[src/rtl/sat_counter.sv]
// Up-counter that sticks at all-ones; synchronous clear takes priority over increment.
module sat_counter #(
  parameter int unsigned CNT_W = 8
) (
  input  logic             clk,
  input  logic             rst_n,
  input  logic             inc,
  input  logic             clr,
  output logic [CNT_W-1:0] out
);

  logic [CNT_W-1:0] cnt_d, cnt_q;

  always_comb begin
    cnt_d = cnt_q;
    if (clr) begin
      cnt_d = '0;
    end else if (inc && (cnt_q != '1)) begin
      cnt_d = cnt_q + CNT_W'(1);
    end
  end

  always_ff @(posedge clk or negedge rst_n) begin
    if (!rst_n) begin
      cnt_q <= '0;
    end else begin
      cnt_q <= cnt_d;
    end
  end

  assign out = cnt_q;

endmodule

[config.mk]
export PLATFORM = sky130hd
export DESIGN_NAME = sat_counter
export DESIGN_NICKNAME = d
export VERILOG_FILES = /design/src/rtl/sat_counter.sv
export SDC_FILE = /design/constraint.sdc
export NUM_CORES = 1
export LEC_CHECK = 0
export CAP_MARGIN = 20
export CORE_MARGIN = 1
export CORE_UTILIZATION = 35
export DETAILED_ROUTE_END_ITERATION = 6
export GPL_TIMING_DRIVEN = 0
export PLACE_DENSITY = 0.7
export SLEW_MARGIN = 20
export SYNTH_ARGS = -nofsm -noshare
export SYNTH_HDL_FRONTEND = slang
export SYNTH_SLANG_ARGS = --single-unit
[constraint.sdc]
create_clock -name clk -period 3.9 [get_ports clk]
set_input_delay 1.17 -clock clk [delete_from_list [all_inputs] [get_ports clk]]
set_output_delay 1.17 -clock clk [all_outputs]
set_load 0.05 [all_outputs]
# Word-level counts from Yosys, hierarchy flattened
# Cells that the tools add are included.
[word_totals]
elab_cells = 7
inputBits = 4
regBits = 8
output_inout_bits = 8
[op_classes]
n_eq_ne = 1
n_reduce_logical = 2
n_addsub = 1
n_mux = 2
[ops]
columns = ["cell", "n"]
rows = [
  ["$mux W8", 2],
  ["$add A8 B1 Y8 const B", 1],
  ["$ne A8 B8 Y1 const B", 1],
  ["$reduce_bool A2 Y1", 1],
  ["$logic_and A1 B1 Y1", 1],
]

# Longest topological paths before layout
[depth]
ltp_word = 4
ltp_mapped = 4
mapped_depth_nobuf = 4

# Worst setup path after synthesis
# OpenSTA, ideal clock, no wires.
[synth_path]
path_type = "in2reg"
start = "input inc"
end = "register cnt_q[7] (netlist: out[7])"
setup_time_ns = 0.094
path_slack_ns = 1.837
n_path_buf = 1
required_ns = 3.806
arrival_time_ns = 1.969
stages = 4
path_cell_list = "buf_2 -> nand3_1 -> or3_1 -> a211oi_1"
[synth_between]
elab_chain_cells = 2
[synth_rtl]
columns = ["item", "line", "text"]
rows = [
  ["start, declared", "7", "input logic inc,"],
  ["$logic_and A1 B1 Y1", "18", "end else if (inc && (cnt_q != '1)) begin"],
  ["$reduce_bool A2 Y1 (no line)", "--", ""],
  ["end signal, assigned", "27", "cnt_q <= cnt_d;"],
  ["end, declared", "12", "logic [CNT_W-1:0] cnt_d, cnt_q;"],
]
# Every way passes these cells.
# A chain may end at the register's enable or synchronous reset.

# Worst setup path in the final report
[layout_path]
start = "register cnt_q[2] (netlist: out[2])"
end = "output out[2]"
[layout_lines]
columns = ["item", "line", "text"]
rows = [
  ["end, declared", "9", "output logic [CNT_W-1:0] out"],
]
# No word-level cell between the ends.

==> impl_results.md <==
- Status: finished clean
- R2R Path End: out[0]
- Gate Count Post-Synth: 49
- Most numerous cell in the Yosys netlist: dfrtp_1
- Worst slew pin tran: ~0.5 ns
- Wire length per cell: 12.4 um
- Final std cells w/o fill: 76
- Peak supply drop: 149 uV
- GRT Residual Overflow: 0
- Hold EP: out[7]
- GRT Overall Usage: between 10% and 20%
- Port-buffer cells: 10
- Multi-input gate area: 248 um^2
- Syn_area_per_cell: about 9.5 um^2
- Largest register FFs: 8
- Worst skew pair latency: roughly 0.26 ns
- Post-synth top area cell: dfrtp_1
- Yosys cell types: 28
- Hold Path Origin: out[7]
- CP max FO: 7
- DP HPWL: around 640 um
- Cell Area, Placed: just under 600 um^2
- 1st-pass router iterations: 4
- Worst hold slack: roughly 0.59 ns
- CP top delay family: buffers and inverters
- Worst stage delay on the critical path: between 0.8 and 0.9 ns
- Endpoints failing setup: 0
- Crit path cell chain: clkdlybuf4s50_1
- Post-route setup TNS: 0 ns
- Synth async-reset ratio: 100%
- Die width: 38.4 um
- Vias per cell: about 5.6
- Row Count: 12
- Setup CP Type: reg2out
- P&R area growth vs syn: 30.2%
- Initial antenna violation count: 0
- Post-route cell area: about 600 um^2
- Core region area: 1170 um^2
- Via Count: 429
- Clock Power Share: between 30% and 40%
- Post-synthesis register bit count: 8
- Top_reg_cell synth: dfrtp_1
- Filler cells: between 100 and 150
- Max-slew violations: 0
- 1st-iter DRT viols: 8
- R2R setup slack: between 2 and 2.5 ns
- Top cell types by occurrence after synthesis: 8 x dfrtp_1, 4 x nor3_1, 3 x a21oi_1, 3 x nand2b_1, 3 x nor2b_1
- Placed Cells incl. Taps: 73
- Slew margin rel.: between 60% and 70%
- Share of cells above drive strength 1: between 10% and 20%
- Seq. cell area: 200 um^2
- Largest net degree at the start of global routing: 11
- Critical Path Source Type: register
- Psw: between 40 and 50 uW
- Layout Skew: slightly below 0.009 ns
- Sequential share of the synthesized area: a little over two fifths
- Post-CTS Setup Bufs: 0
- Crit path DAT: around 1.6 ns
- ANT nets after route: 0
- Tcrit/Tclk final: a little over two thirds
- Slowest CP cell: clkdlybuf4s50_1
- RD Place Congestion: 0.752
- Die height: between 30 and 40 um
- Worst hold path type: reg2reg
- Post-CTS Hold Buffers: 0
- Sequential power share: between 40% and 50%
- Max Cap Viol: 0
- Antenna cells: 0
- CTS resizes: 0
- Post-synth EDFFs: 0
- Worst r2r src: out[0]
- Worst-path clk slew: 0.06 ns
- Synth Warn #: 0
- Buf+Inv Stages, Crit Path: 1
- Setup crit end kind: output pin
- First-pass GRT wire length: between 1500 and 2000 um
- Max Freq: 367 MHz
- DRC viols: 0
- CTS sink cnt: 8
- Power Total: around 180 uW
- NumNets Final: 69
- Maximum clock insertion buffer count: 2
- Area contributors post-synth: dfrtp_1 43%, mux2_2 4.9%, nor3_1 4.3%
- Final hold violation count: 0
- Unrepaired setup endpoints after global routing: no
- Post-Place Setup Slack: 1.44 ns
- Final Critical Period: ~2.7 ns
- Vias in the first global route: ~380
- Worst Hold Depth: 2
- Initial Utilization: approximately two fifths
- Comb pwr share: between 10 and 15%
- Total CTS buffers: 3
- Pwr dens: approximately 290 nW/um^2
- Worst EP required: around 2.7 ns
- Root Buffer: clkbuf_4
- IO Count: 12
- Pint: approximately 130 uW
- Sw frac: 26.7%
- Post-route worst setup slack: roughly 1.2 ns
- H-tree Lvls: 1
- Static leakage: between 0.2 and 0.25 nW
- TritonCTS clock tree: done
- Syn nets: 54
- R2R cell count: 4
- Final wirelength: 944 um
- Die ar.: about 1500 um^2
- Synth top area share: 43.1%
- Final core utilization: around half
- Synth Cell Area: about 460 um^2
-- worst min-delay path, stage by stage (launching register included) --
cell,delay [ns]
dfrtp_1,0.42
inv_1,0.07
a211oi_1,0.06
-- power groups by stage --
stage                     Sequential (mW)  Combinational (mW)  Clock [mW]
after detailed placement           0.0894              0.0249           0
final                              0.0881              0.0248      0.0645
after global placement             0.0894              0.0249           0
after floorplan                    0.0961             0.00847           0
after CTS                          0.0880              0.0251      0.0653
after global routing               0.0886              0.0275      0.0715
-- layout make-up --
class                           instances  share of cell area [%]
Tap cell                               14                    2.90
Buffer                                  2                    1.45
Multi-Input combinational cell         37                    41.0
Sequential cell                         8                    33.1
Timing Repair Buffer                   10                    16.6
Clock buffer                            3                    3.73
Inverter                                2                    1.24
-- logic make-up (layout without fill, tap and decap cells) --
family | Yosys count | after routing | share of synthesized area [%]
AND/OR/NAND/NOR | 24 | 24 | 31.0
multiplexers | 3 | 3 | 7.01
flip-flops | 8 | 8 | 43.1
AO/OA/AOI/OAI | 9 | 9 | 12.7
buffers and inverters | 4 | 17 | 3.50
adder cells (fa/ha/maj) | 1 | 1 | 2.69
-- routing by layer --
metal	vias to the layer above	wire (um)	part of all wire, %	track usage [%]
met5	-	0	0	0
met4	0	17	1.8	10.3
met3	5	64	6.8	5.23
met2	18	388	41	23.3
met1	196	473	50	21.9
li1	210	-	-	-
-- cells in the final DEF (no fill, tap or decap), types with 2 or more instances in the layout --
cell              n
nor2_1            2
clkbuf_4          3
clkdlybuf4s50_1  10
nor3_1            4
nor2b_1           3
nand2_1           2
nand3_1           2
a21oi_1           3
dfrtp_1           8
inv_1             2
mux2_2            2
nand2b_1          3
-- worst max-delay path by stage --
stage | start | endpoint | slack (ns) | depth (start not counted)
final | out[2] | out[2] | 1.17 | 1
after global routing | out[3] | out[3] | 1.14 | 1
after CTS | out[2] | out[2] | 1.18 | 1
after detailed placement | clr | out[3] | 1.44 | 4
after global placement | clr | out[3] | 1.45 | 4
after floorplan | inc | out[7] | 1.84 | 4
Power figures use the tool's default switching activity.
